## src/rtl/fetch_pkg.sv

```systemverilog
// Shared definitions for the fetch front end: reset/queue defaults, entry layout
// and pointer sizing.
package fetch_pkg;

  localparam logic [31:0] RESET_PC_DEF = 32'h0001_0000;
  localparam int          QDEPTH_DEF   = 4;
  localparam int          ADDR_W       = 30;
  localparam int          INSN_W       = 32;

  typedef struct packed {
    logic [ADDR_W-1:0] addr;
    logic [INSN_W-1:0] data;
    logic              err;
    logic              filled;
  } q_entry_t;

  function automatic int ptr_w(input int depth);
    return $clog2(depth);
  endfunction

endpackage

```

## src/rtl/fetch_pc_queue_if.sv

```systemverilog
// Fetch-side bus: icache request/response channel and decode delivery channel.
interface fetch_pc_queue_if;
  import fetch_pkg::*;

  // A request transfers in any cycle with fetch_ic_req=1 (req already implies
  // icache_ready); a decode transfer happens when fetch_de_valid & decode_ready.
  logic              fetch_ic_req;
  logic [ADDR_W-1:0] fetch_ic_addr;
  logic              fetch_ic_flush;
  logic              icache_ready;
  logic              icache_valid;
  logic              icache_error;
  logic [INSN_W-1:0] icache_data;
  logic              fetch_de_valid;
  logic [INSN_W-1:0] fetch_de_insn;
  logic [ADDR_W-1:0] fetch_de_addr;
  logic              fetch_de_error;
  logic              decode_ready;

  modport master (
    output fetch_ic_req, fetch_ic_addr, fetch_ic_flush,
    input  icache_ready, icache_valid, icache_error, icache_data,
    output fetch_de_valid, fetch_de_insn, fetch_de_addr, fetch_de_error,
    input  decode_ready
  );

  modport slave (
    input  fetch_ic_req, fetch_ic_addr, fetch_ic_flush,
    output icache_ready, icache_valid, icache_error, icache_data,
    input  fetch_de_valid, fetch_de_insn, fetch_de_addr, fetch_de_error,
    output decode_ready
  );

endinterface

```

## src/rtl/fetch_pc_queue_queue.sv

```systemverilog
// In-order reserve/fill/dequeue circular buffer with flush. An entry is reserved
// at issue time and filled when its icache response returns.
module fetch_queue
  import fetch_pkg::*;
#(
  parameter int                QDEPTH     = QDEPTH_DEF,
  parameter logic [ADDR_W-1:0] RESET_ADDR = RESET_PC_DEF[31:2]
) (
  input  logic              clk,
  input  logic              rst,
  input  logic              flush_i,
  input  logic              rsv_i,
  input  logic [ADDR_W-1:0] rsv_addr_i,
  input  logic              fill_i,
  input  logic [INSN_W-1:0] fill_data_i,
  input  logic              fill_err_i,
  input  logic              deq_i,
  output logic              full_o,
  output logic              head_valid_o,
  output logic [ADDR_W-1:0] head_addr_o,
  output logic [INSN_W-1:0] head_data_o,
  output logic              head_err_o
);

  localparam int          PW    = ptr_w(QDEPTH);
  localparam logic [PW:0] FULL  = (PW+1)'(QDEPTH);
  localparam logic [PW-1:0] P1  = PW'(1);
  localparam logic [PW:0] C1    = (PW+1)'(1);

  q_entry_t        ent_q [QDEPTH];
  logic [PW-1:0]   head_q, tail_q, fill_q;
  logic [PW:0]     count_q, count_d;
  q_entry_t        head;

  always_comb begin
    count_d = count_q;
    if (rsv_i && !deq_i)      count_d = count_q + C1;
    else if (!rsv_i && deq_i) count_d = count_q - C1;
  end

  always_ff @(posedge clk) begin
    if (rst) begin
      head_q  <= '0;
      tail_q  <= '0;
      fill_q  <= '0;
      count_q <= '0;
      for (int i = 0; i < QDEPTH; i++)
        ent_q[i] <= '{addr: RESET_ADDR, data: '0, err: 1'b0, filled: 1'b0};
    end else if (flush_i) begin
      head_q  <= '0;
      tail_q  <= '0;
      fill_q  <= '0;
      count_q <= '0;
      for (int i = 0; i < QDEPTH; i++)
        ent_q[i].filled <= 1'b0;
    end else begin
      // Reserve and fill never target the same slot: fill only walks reserved entries.
      if (rsv_i) begin
        ent_q[tail_q].addr   <= rsv_addr_i;
        ent_q[tail_q].filled <= 1'b0;
        tail_q               <= tail_q + P1;
      end
      if (fill_i) begin
        ent_q[fill_q].data   <= fill_data_i;
        ent_q[fill_q].err    <= fill_err_i;
        ent_q[fill_q].filled <= 1'b1;
        fill_q               <= fill_q + P1;
      end
      if (deq_i) head_q <= head_q + P1;
      count_q <= count_d;
    end
  end

  assign head         = ent_q[head_q];
  assign full_o       = (count_q == FULL);
  assign head_valid_o = (count_q != '0) && head.filled;
  assign head_addr_o  = head.addr;
  assign head_data_o  = head.data;
  assign head_err_o   = head.err;

endmodule

```

## src/rtl/fetch_pc_queue.sv

```systemverilog
// Fetch stage top: PC, issue gating, redirect control and optional halt-on-fault
// (enabled by defining FETCH_HALT_ON_ERROR_EN).
module fetch_pc_queue
  import fetch_pkg::*;
#(
  parameter logic [31:0] RESET_PC = RESET_PC_DEF,
  parameter int          QDEPTH   = QDEPTH_DEF
) (
  input  logic               clk,
  input  logic               rst,
  input  logic               redirect,
  input  logic [31:0]        redirect_pc,
  fetch_pc_queue_if.master   bus
);

  logic [ADDR_W-1:0] pc_q, pc_d;
  logic              halted;
  logic              issue, fill, deq;
  logic              full, head_valid;
  logic              unused_pc_bits;

  assign unused_pc_bits = ^redirect_pc[1:0];

  // Issue looks at the registered count only, so a full queue blocks issue even
  // in a cycle where decode frees a slot.
  assign issue = ~rst & ~redirect & bus.icache_ready & ~full & ~halted;
  assign fill  = bus.icache_valid & ~redirect;
  assign deq   = head_valid & bus.decode_ready & ~redirect;

  always_comb begin
    pc_d = pc_q;
    if (redirect)   pc_d = redirect_pc[31:2];
    else if (issue) pc_d = pc_q + ADDR_W'(1);
  end

  always_ff @(posedge clk) begin
    if (rst) pc_q <= RESET_PC[31:2];
    else     pc_q <= pc_d;
  end

`ifdef FETCH_HALT_ON_ERROR_EN
  logic halted_q, halted_d;

  always_comb begin
    halted_d = halted_q;
    if (redirect)                       halted_d = 1'b0;
    else if (fill && bus.icache_error)  halted_d = 1'b1;
  end

  always_ff @(posedge clk) begin
    if (rst) halted_q <= 1'b0;
    else     halted_q <= halted_d;
  end

  assign halted = halted_q;
`else
  assign halted = 1'b0;
`endif

  fetch_queue #(
    .QDEPTH     (QDEPTH),
    .RESET_ADDR (RESET_PC[31:2])
  ) u_queue (
    .clk          (clk),
    .rst          (rst),
    .flush_i      (redirect),
    .rsv_i        (issue),
    .rsv_addr_i   (pc_q),
    .fill_i       (fill),
    .fill_data_i  (bus.icache_data),
    .fill_err_i   (bus.icache_error),
    .deq_i        (deq),
    .full_o       (full),
    .head_valid_o (head_valid),
    .head_addr_o  (bus.fetch_de_addr),
    .head_data_o  (bus.fetch_de_insn),
    .head_err_o   (bus.fetch_de_error)
  );

  assign bus.fetch_ic_req   = issue;
  assign bus.fetch_ic_addr  = pc_q;
  assign bus.fetch_ic_flush = redirect & ~rst;
  assign bus.fetch_de_valid = head_valid;

endmodule
```

## src/flat_wrapper.sv

```systemverilog
// flat-port wrapper written by rule: the top's interface ports become plain ports
module fetch_pc_queue_flat import fetch_pkg::*;
#(
  parameter logic [31:0] RESET_PC = RESET_PC_DEF,
  parameter int          QDEPTH   = QDEPTH_DEF
)
  (clk, rst, redirect, redirect_pc, bus_fetch_ic_req, bus_fetch_ic_addr, bus_fetch_ic_flush, bus_icache_ready, bus_icache_valid, bus_icache_error, bus_icache_data, bus_fetch_de_valid, bus_fetch_de_insn, bus_fetch_de_addr, bus_fetch_de_error, bus_decode_ready);
  fetch_pc_queue_if bus_i ();
  input  logic clk;
  input  logic rst;
  input  logic redirect;
  input  logic [31:0] redirect_pc;
  output wire logic [$bits(bus_i.fetch_ic_req)-1:0] bus_fetch_ic_req;
  output wire logic [$bits(bus_i.fetch_ic_addr)-1:0] bus_fetch_ic_addr;
  output wire logic [$bits(bus_i.fetch_ic_flush)-1:0] bus_fetch_ic_flush;
  input wire logic [$bits(bus_i.icache_ready)-1:0] bus_icache_ready;
  input wire logic [$bits(bus_i.icache_valid)-1:0] bus_icache_valid;
  input wire logic [$bits(bus_i.icache_error)-1:0] bus_icache_error;
  input wire logic [$bits(bus_i.icache_data)-1:0] bus_icache_data;
  output wire logic [$bits(bus_i.fetch_de_valid)-1:0] bus_fetch_de_valid;
  output wire logic [$bits(bus_i.fetch_de_insn)-1:0] bus_fetch_de_insn;
  output wire logic [$bits(bus_i.fetch_de_addr)-1:0] bus_fetch_de_addr;
  output wire logic [$bits(bus_i.fetch_de_error)-1:0] bus_fetch_de_error;
  input wire logic [$bits(bus_i.decode_ready)-1:0] bus_decode_ready;
  assign bus_fetch_ic_req = bus_i.fetch_ic_req;
  assign bus_fetch_ic_addr = bus_i.fetch_ic_addr;
  assign bus_fetch_ic_flush = bus_i.fetch_ic_flush;
  assign bus_i.icache_ready = bus_icache_ready;
  assign bus_i.icache_valid = bus_icache_valid;
  assign bus_i.icache_error = bus_icache_error;
  assign bus_i.icache_data = bus_icache_data;
  assign bus_fetch_de_valid = bus_i.fetch_de_valid;
  assign bus_fetch_de_insn = bus_i.fetch_de_insn;
  assign bus_fetch_de_addr = bus_i.fetch_de_addr;
  assign bus_fetch_de_error = bus_i.fetch_de_error;
  assign bus_i.decode_ready = bus_decode_ready;
  fetch_pc_queue #(.RESET_PC(RESET_PC), .QDEPTH(QDEPTH)) u_core (.clk(clk), .rst(rst), .redirect(redirect), .redirect_pc(redirect_pc), .bus(bus_i));
endmodule
```

## config.mk

```make
export PLATFORM = sky130hd
export DESIGN_NAME = fetch_pc_queue_flat
export DESIGN_NICKNAME = d
export VERILOG_FILES = /design/src/rtl/fetch_pkg.sv /design/src/rtl/fetch_pc_queue_if.sv /design/src/rtl/fetch_pc_queue_queue.sv /design/src/rtl/fetch_pc_queue.sv /design/src/flat_wrapper.sv
export SDC_FILE = /design/constraint.sdc
export NUM_CORES = 1
export LEC_CHECK = 0
export BUFFER_PORTS_ARGS = -buffer_cell sky130_fd_sc_hd__buf_2
export CAP_MARGIN = 20
export CORE_UTILIZATION = 45
export DETAILED_ROUTE_END_ITERATION = 10
export GPL_TIMING_DRIVEN = 0
export HOLD_SLACK_MARGIN = 0.08
export SKIP_LAST_GASP = 1
export SLEW_MARGIN = 0
export SYNTH_ARGS = -nofsm -noshare
export SYNTH_HDL_FRONTEND = slang
export SYNTH_SLANG_ARGS = --single-unit
export TNS_END_PERCENT = 50
```

## constraint.sdc

```tcl
create_clock -name clk -period 3.5 [get_ports clk]
set_input_delay 0.525 -clock clk [delete_from_list [all_inputs] [get_ports clk]]
set_output_delay 0.525 -clock clk [all_outputs]
set_load 0.02 [all_outputs]
```

==> flow_summary.json, run 1 <==
{
  "max_freq_ghz": 0.3206,
  "io_buffers": 162,
  "dp_hpwl_um": 21250,
  "path_cells": "clkbuf_1 -> buf_1 -> mux4_2 -> buf_2",
  "cts_made_buffers": 31,
  "drc": 0,
  "clk-insertion-delay-late_ps": 570,
  "cts_setup_buffers": 0,
  "ys_seq_area_share_pct": 63.53,
  "grt_pass1_wl_um": 50860,
  "coreArea_um2": 28940,
  "synth-edff-count": 252,
  "die_h_um": 174.1,
  "cts_resized": 0,
  "report.final.slew_viol_count": 0,
  "crit_path_start_kind": "flip-flop",
  "critical_path_class": "reg -> out",
  "drt_first_pass_iters": 5,
  "power.leakage_uw": 0.006253,
  "fin_crit_ps": 3119,
  "layout_setup_ws_ps": 381.2,
  "place_congestion": 0.8126,
  "ant_nets": 0,
  "wirelength_um": 33000,
  "io_pins": 167,
  "rows": 62,
  "fin_area_um2": 15720,
  "fin_crit_sh_pct": 89.11,
  "gr-usage-all-layers_pct": 22.19,
  "postCtsHoldBufs": 0,
  "clkSinkCount": 297,
  "cp_slowest_cell": "buf_1",
  "cts-root-buf": "clkbuf_16",
  "start_util_pct": 46.07,
  "grt_max_degree": 34,
  "final_cell_mix": "edfxtp_1 (252), buf_2 (175), and2_1 (140)",
  "drt_iter0_drc": 737,
  "num_vias": 8316,
  "via_per_inst": 5.414,
  "die_w_um": 174.1,
  "path_buf_inv": 3,
  "hold_viol_final": 0,
  "grt_setup_unrepaired": "no",
  "tightest_slew_ps": 998.1,
  "htree_levels": 1,
  "crit_family": "buffers and inverters",
  "synthFlopType": "edfxtp_1",
  "cts_buffer_depth": 3,
  "outcome": "completed",
  "tns_ps": 0,
  "path_clk_slew_ps": 70,
  "drive_gt1_share_pct": 26.93,
  "worstPathArrival_ps": 2590,
  "grt_pass1_vias": 8604,
  "cts_tree": "built",
  "worstHoldPathType": "in -> reg",
  "syn_inst": 931,
  "syn-cell-area_um2": 13330,
  "syn_avg_cell_area_um2": 14.32,
  "placedCellCount": 1477,
  "final_common_cell": "edfxtp_1",
  "area_growth_pct": 17.89,
  "end_kind": "primary output",
  "yosys_warnings": 0,
  "fin_cells": 1536,
  "dieArea_um2": 30310,
  "path_max_fanout": 10,
  "placed_cell_area_um2": 14620,
  "ir_drop_v": 0.0003569,
  "skew_ps": 28.03,
  "max-cap-violations": 0,
  "overflow": 0,
  "final-setup-viol-count": 0,
  "synth-async-reset-ratio_pct": 0,
  "ys_seq_elements": 297,
  "place_ws_ps": 100.1,
  "fin_nets": 1208,
  "synth_nets": 1013,
  "p_per_area_nw_per_um2": 516.7,
  "relSlewSlack_pct": 33.46,
  "critPathRequiredTime_ps": 2970,
  "slowest_delay_ps": 620,
  "finalCoreUtilization_pct": 54.31,
  "antenna_found_initial": 5,
  "post_drt_wl_per_cell_um": 21.48,
  "synth_cell_types": 46
}
cells in the mapped netlist (all sizes together), types with 2 or more instances:
master / n / area share, %
a211oi: 10 / 0.60
a21oi: 12 / 0.45
a311oi: 3 / 0.20
and2: 140 / 6.6
and3: 123 / 5.8
and4: 3 / 0.20
buf: 17 / 0.66
clkbuf: 58 / 1.6
dfxtp: 45 / 6.8
edfxtp: 252 / 57
ha: 10 / 0.94
inv: 11 / 0.31
mux2i: 5 / 0.38
mux4: 64 / 11
nand2: 37 / 1.0
nand3: 13 / 0.53
nand4: 9 / 0.42
nor2: 29 / 0.84
nor3: 8 / 0.34
nor3b: 2 / 0.11
nor4: 9 / 0.61
o21ai: 13 / 0.49
o21bai: 7 / 0.39
o31a: 2 / 0.13
or2: 9 / 0.42
or3: 4 / 0.23
or3b: 2 / 0.13
xnor2: 24 / 1.6
xor2: 4 / 0.26
kinds of logic (layout without fill, tap and decap cells):
group                    count (synthesis)  count (layout)  synth area share [%]
flip-flops                             297             297                 63.53
XOR/XNOR                                28              28                 1.840
adder cells (fa/ha/maj)                 11              11                 1.089
AO/OA/AOI/OAI                           50              50                 2.450
buffers and inverters                   86             306                 2.600
other                                    0               1                     0
multiplexers                            69              69                 11.19
AND/OR/NAND/NOR                        390             390                 17.31
sequential cells by signal (all words and copies together), names as in the netlist, named ones only:
register,count
u_core.bus.fetch_ic_addr,30
u_core.u_queue.count_q,3
u_core.u_queue.fill_q,2
u_core.u_queue.ent_q,256
u_core.u_queue.tail_q,2
u_core.u_queue.head_q,2
layer usage:
layer / up-vias / share of wire (%) / GRT usage, %
met5: - / 0.13 / 0
met4: 8 / 2.3 / 5.921
met3: 58 / 4.6 / 3.150
met2: 212 / 48 / 36.88
met1: 4162 / 45 / 30.66
li1: 3876 / - / -
final cells by class:
type / count / area [um^2]
clock buffer: 35 / 790.8
multi-input combinational: 548 / 4516
sequential: 297 / 8468
timing repair buffer: 162 / 810.8
antenna: 1 / 2.502
inverter: 11 / 41.29
buffer: 75 / 305.3
clock inverter: 23 / 300.3
fill: 2464 / 13220
tap: 384 / 480.5
final timing paths:
| kind | start | end | slack (ps) | cells after the start |
|---|---|---|---|---|
| setup reg to reg | u_core.u_queue.count_q[0] | u_core.u_queue.count_q[2] | 570 | 10 |
| setup / recovery | flip-flop | bus_fetch_de_addr[14] | 380 | 4 |
| hold / removal | redirect_pc[25] | u_core.bus.fetch_ic_addr[23] | 150 | 3 |
| hold reg to reg | u_core.u_queue.ent_q[1][0] | u_core.u_queue.ent_q[1][0] | 450 | 2 |
worst register-to-register path: stages (launching register included):
cell and delay, ps:
dfxtp_1 430, or3b_1 160, nand3_1 260, inv_2 170
clkbuf_1 510, ha_1 290, inv_1 60, fa_1 370
xor2_1 180, or3_1 310, a21oi_1 140
per-stage QoR:
step           hold slack, ps  total power (uW)
2_1_floorplan           428.6              4413
3_3_place_gp            439.5              4657
3_5_place_dp            443.5              4667
4_1_cts                 136.1              8158
5_1_grt                 163.8              8340
6_report                149.7              8119
report_power, final:
group / internal (uW) / total (uW) / switching (uW) / leakage, uW
combinational: 181 / 529 / 347 / 0.00275
sequential: 3980 / 4060 / 79.8 / 0.00298
clock: 2140 / 3530 / 1400 / 0.000527
total: 6300 / 8120 / 1820 / 0.00625
Note: power is estimated with default switching activity, not from simulation.
==> run 2, diff against run 1 <==
--- a/config.mk
+++ b/config.mk
@@ -7,10 +7,13 @@
 export LEC_CHECK = 0
 export BUFFER_PORTS_ARGS = -buffer_cell sky130_fd_sc_hd__buf_2
 export CAP_MARGIN = 20
+export CELL_PAD_IN_SITES_DETAIL_PLACEMENT = 1
+export CELL_PAD_IN_SITES_GLOBAL_PLACEMENT = 1
 export CORE_UTILIZATION = 45
 export DETAILED_ROUTE_END_ITERATION = 10
 export GPL_TIMING_DRIVEN = 0
 export HOLD_SLACK_MARGIN = 0.08
+export PLACE_DENSITY_LB_ADDON = 0.1
 export SKIP_LAST_GASP = 1
 export SLEW_MARGIN = 0
 export SYNTH_ARGS = -nofsm -noshare
==> flow_summary.json, run 2 (same netlist as run 1, synthesis figures left out) <==
{
  "die_h_um": 174.1,
  "clkSinkCount": 297,
  "comb_power_share_pct": 6.7,
  "dp_hpwl_um": 23340,
  "hold_depth": 3,
  "critPathRequiredTime_ps": 2970,
  "hold_start": "redirect_pc[25]",
  "grt_max_degree": 34,
  "cts-root-buf": "clkbuf_16",
  "report.final.slew_viol_count": 0,
  "final_cell_mix": "edfxtp_1 (252), buf_2 (175), and2_1 (140)",
  "fin_crit_ps": 3142,
  "ant_nets": 0,
  "fin_nets": 1211,
  "seq_area_um2": 8468,
  "grt_setup_unrepaired": "no",
  "multi_input_area_um2": 4516,
  "area_growth_pct": 17.77,
  "p_sw_share_pct": 22.51,
  "antenna_found_initial": 2,
  "reg2reg_to": "u_core.u_queue.count_q[2]",
  "place_congestion": 0.7532,
  "p_sw_uw": 1810,
  "io_pins": 167,
  "postCtsHoldBufs": 0,
  "cts_resized": 0,
  "ir_drop_v": 0.0003441,
  "start_util_pct": 46.07,
  "path_clk_slew_ps": 50,
  "drive_gt1_share_pct": 25.97,
  "clock_power_share_pct": 42.8,
  "via_per_inst": 5.504,
  "cts_setup_buffers": 0,
  "io_buffers": 162,
  "largest_register": "u_core.u_queue.ent_q",
  "drc": 0,
  "skew_ps": 18.11,
  "power.leakage_uw": 0.006243,
  "overflow": 0,
  "wirelength_um": 35580,
  "clk-insertion-delay-late_ps": 510,
  "drt_iter0_drc": 488,
  "final-setup-viol-count": 0,
  "max-cap-violations": 0,
  "max_freq_ghz": 0.3183,
  "coreArea_um2": 28940,
  "gr-usage-all-layers_pct": 24.00,
  "die_w_um": 174.1,
  "p_seq_share_pct": 50.5,
  "hold_ws_ps": 244.5,
  "cts_made_buffers": 34,
  "dieArea_um2": 30310,
  "num_vias": 8471,
  "outcome": "completed",
  "cts_buffer_depth": 3,
  "rows": 62,
  "min_to": "u_core.bus.fetch_ic_addr[23]",
  "antenna_cells": 0,
  "post_drt_wl_per_cell_um": 23.12,
  "fill_cells": 2923,
  "final_common_cell": "edfxtp_1",
  "tns_ps": 0,
  "hold_viol_final": 0,
  "drt_first_pass_iters": 7,
  "largest_reg_flops": 256,
  "relSlewSlack_pct": 33.41,
  "crit_path_start_kind": "flip-flop",
  "tightest_slew_ps": 998.9,
  "worstHoldPathType": "in -> reg",
  "critical_path_class": "reg -> out",
  "internal_power_uw": 6231,
  "end_kind": "primary output",
  "path_max_fanout": 10,
  "grt_pass1_wl_um": 54330,
  "cts_tree": "built",
  "grt_pass1_vias": 9033,
  "fin_crit_sh_pct": 89.77,
  "rrSetupSlack_ps": 580,
  "ff2ff_path_depth": 10,
  "p_per_area_nw_per_um2": 512.3,
  "worstPathArrival_ps": 2620,
  "htree_levels": 2
}
[run 2: cell types whose count changed in the layout (fill, tap and decap cells not counted)]
cell	before	now
inv_6	1	0
clkbuf_16	31	37
bufinv_16	7	2
clkinv_1	3	10
clkbuf_1	62	69
clkinvlp_4	4	1
clkinv_2	8	1
diode_2	1	0
[run 2: layout make-up]
class	instances	share of cell area, %
inverters	11	0.2630
multi-input cells	548	28.76
well taps	384	3.060
repair buffers	162	5.165
plain buffers	75	1.945
clock inverters	14	0.7014
clock buffers	48	6.161
flip-flops and latches	297	53.94
[run 2: routing by layer]
metal  global-route usage, %  vias up  routed length [um]
met2                   39.77      231               17490
met4                   6.067        2                 588
met3                   3.893       40                1900
li1                        -     3879                   -
met5                       0        -                  12
met1                   33.04     4319               15590
[run 2: worst max-delay path, cell delays in order, from the launching register on]
cell and delay (ps):
dfxtp_1 300, clkbuf_1 550, buf_1 620, mux4_2 460
buf_2 190
[run 2: how the worst max path moves through the flow]
stage	slack [ps]	cells past startpoint	end	start
3_3_place_gp	-310	7	u_core.u_queue.ent_q[3][53]	redirect
4_1_cts	310	4	bus_fetch_de_addr[14]	flip-flop
5_1_grt	240	4	bus_fetch_de_addr[14]	flip-flop
3_5_place_dp	140	11	u_core.u_queue.count_q[2]	redirect
6_report	360	4	bus_fetch_de_addr[14]	flip-flop
2_1_floorplan	670	11	u_core.u_queue.count_q[2]	redirect
[run 2: power groups by stage]
| stage | Clock, uW | Sequential (uW) | Combinational, uW |
|---|---|---|---|
| after detailed placement | 0 | 4140 | 542 |
| final | 3440 | 4060 | 538 |
| after global placement | 0 | 4130 | 535 |
| after global routing | 3610 | 4080 | 581 |
| after CTS | 3510 | 4060 | 546 |
| after floorplan | 0 | 4120 | 289 |
[run 2: metrics by stage]
step                setup WS [ps]  area (um^2)  util, %  std cells  total power [uW]
CTS                         314.0        15700    54.25       1539              8122
global placement           -307.5        14620    50.53       1477              4663
global route                237.6        15700    54.25       1539              8275
floorplan                   672.8        13330        -        931              4413
detailed placement          138.0        14620    50.53       1477              4679
finish                      358.1        15700    54.25       1539              8042
==> run 3, diff against run 2 <==
--- a/config.mk
+++ b/config.mk
@@ -10,6 +10,7 @@
 export CELL_PAD_IN_SITES_DETAIL_PLACEMENT = 1
 export CELL_PAD_IN_SITES_GLOBAL_PLACEMENT = 1
 export CORE_UTILIZATION = 45
+export CTS_BUF_LIST = sky130_fd_sc_hd__clkbuf_8 sky130_fd_sc_hd__clkbuf_16
 export DETAILED_ROUTE_END_ITERATION = 10
 export GPL_TIMING_DRIVEN = 0
 export HOLD_SLACK_MARGIN = 0.08
==> constraint.sdc (replaced) <==
create_clock -name clk -period 3.8 [get_ports clk]
set_input_delay 0.57 -clock clk [delete_from_list [all_inputs] [get_ports clk]]
set_output_delay 0.57 -clock clk [all_outputs]
set_load 0.02 [all_outputs]
==> flow_summary.json, run 3 (same netlist as run 1, synthesis figures left out) <==
{
  "outcome": "completed",
  "final_cell_mix": "edfxtp_1 (252), buf_2 (175), and2_1 (140)",
  "hold_start": "redirect_pc[25]",
  "coreArea_um2": 28940,
  "grt_pass1_vias": 9039,
  "path_max_fanout": 10,
  "fin_cells": 1539,
  "antenna_cells": 0,
  "worstHoldPathType": "in -> reg",
  "clkSinkCount": 297,
  "fin_area_um2": 15700,
  "cts_resized": 0,
  "power.leakage_uw": 0.006289,
  "largest_register": "u_core.u_queue.ent_q",
  "cts_buffer_depth": 3,
  "fin_nets": 1211,
  "report.power.total_uw": 7387,
  "dieArea_um2": 30310,
  "grt_max_degree": 34,
  "post_drt_wl_per_cell_um": 23.17,
  "final_common_cell": "edfxtp_1",
  "fin_crit_sh_pct": 83.52,
  "wirelength_um": 35650,
  "drt_first_pass_iters": 5,
  "cts_made_buffers": 34,
  "hold_viol_final": 0,
  "htree_levels": 2,
  "ff2ff_path_depth": 10,
  "placed_cell_area_um2": 14620,
  "dp_hpwl_um": 23340,
  "finalCoreUtilization_pct": 54.25,
  "grt_pass1_wl_um": 54340,
  "hold_depth": 3,
  "fin_crit_ps": 3174,
  "hold_ws_ps": 289.1,
  "report.final.slew_viol_count": 0,
  "largest_reg_flops": 256,
  "max-cap-violations": 0,
  "relSlewSlack_pct": 32.84,
  "area_growth_pct": 17.77,
  "postCtsHoldBufs": 0,
  "io_pins": 167,
  "placedCellCount": 1477,
  "die_h_um": 174.1,
  "p_per_area_nw_per_um2": 470.5,
  "overflow": 0,
  "ant_nets": 0,
  "drive_gt1_share_pct": 25.97,
  "seq_area_um2": 8468,
  "path_clk_slew_ps": 50,
  "antenna_found_initial": 2,
  "cts_setup_buffers": 0,
  "multi_input_area_um2": 4516,
  "via_per_inst": 5.532,
  "tightest_slew_ps": 1007,
  "num_vias": 8513,
  "critical_path_class": "reg -> out",
  "io_buffers": 162,
  "drc": 0,
  "critPathRequiredTime_ps": 3230,
  "fill_cells": 2923,
  "clk-insertion-delay-late_ps": 510,
  "die_w_um": 174.1,
  "crit_path_start_kind": "flip-flop",
  "max_freq_ghz": 0.3151,
  "rows": 62,
  "grt_setup_unrepaired": "no",
  "start_util_pct": 46.07,
  "drt_iter0_drc": 497,
  "cts_tree": "built",
  "skew_ps": 17.79,
  "gr-usage-all-layers_pct": 24.00,
  "final-setup-viol-count": 0,
  "cts-root-buf": "clkbuf_16",
  "reg2reg_from": "u_core.u_queue.count_q[0]",
  "end_kind": "primary output",
  "worstPathArrival_ps": 2600,
  "ir_drop_v": 0.0003190,
  "place_congestion": 0.7532
}
==> run 3: changes by cell type in the layout (fill, tap and decap cells not counted) <==
cell	before	now
clkbuf_1	69	58
inv_1	10	21
==> run 3: path summary, 6_finish.rpt <==
kind,to,slack (ps)
worst min register to register,u_core.u_queue.ent_q[2][0],450
worst min-delay path,u_core.bus.fetch_ic_addr[23],290
worst max register to register,u_core.u_queue.count_q[2],890
worst max-delay path,bus_fetch_de_addr[14],630
==> run 3: through the flow <==
step | setup TNS (ps) | setup slack [ps]
6_report | 0 | 626.4
5_1_grt | 0 | 492.5
4_1_cts | 0 | 568.8
3_5_place_dp | 0 | 393.0
3_3_place_gp | -2028 | -52.55
2_1_floorplan | 0 | 927.8
==> run 3: area by class of cell <==
cell class	count	share of cell area, %
buffer	75	1.945
timing repair buffer	162	5.165
clock buffer	37	5.898
inverter	11	0.2630
sequential	297	53.94
clock inverter	25	0.9644
multi-input combinational	548	28.76
tap	384	3.060
==> run 3: layer usage <==
| layer | share of wire (%) | vias to the layer above | global-route usage [%] |
|---|---|---|---|
| met5 | 0.034 | - | 0 |
| met4 | 1.6 | 2 | 6.067 |
| met3 | 5.2 | 39 | 3.893 |
| met2 | 49 | 240 | 39.75 |
| met1 | 44 | 4344 | 33.06 |
| li1 | - | 3888 | - |
==> run 3: critical path: stages (launching register included) <==
cell and delay [ps]:
dfxtp_1 300, clkbuf_1 530, buf_1 620, mux4_2 460, buf_2 190
==> run 3: where the power goes <==
| part | switching [uW] | internal (uW) | total, uW | leakage [uW] |
|---|---|---|---|---|
| combinational | 329 | 167 | 496 | 0.00275 |
| sequential | 77.7 | 3660 | 3740 | 0.00298 |
| clock | 1270 | 1880 | 3150 | 0.000563 |
| total | 1680 | 5710 | 7390 | 0.00629 |
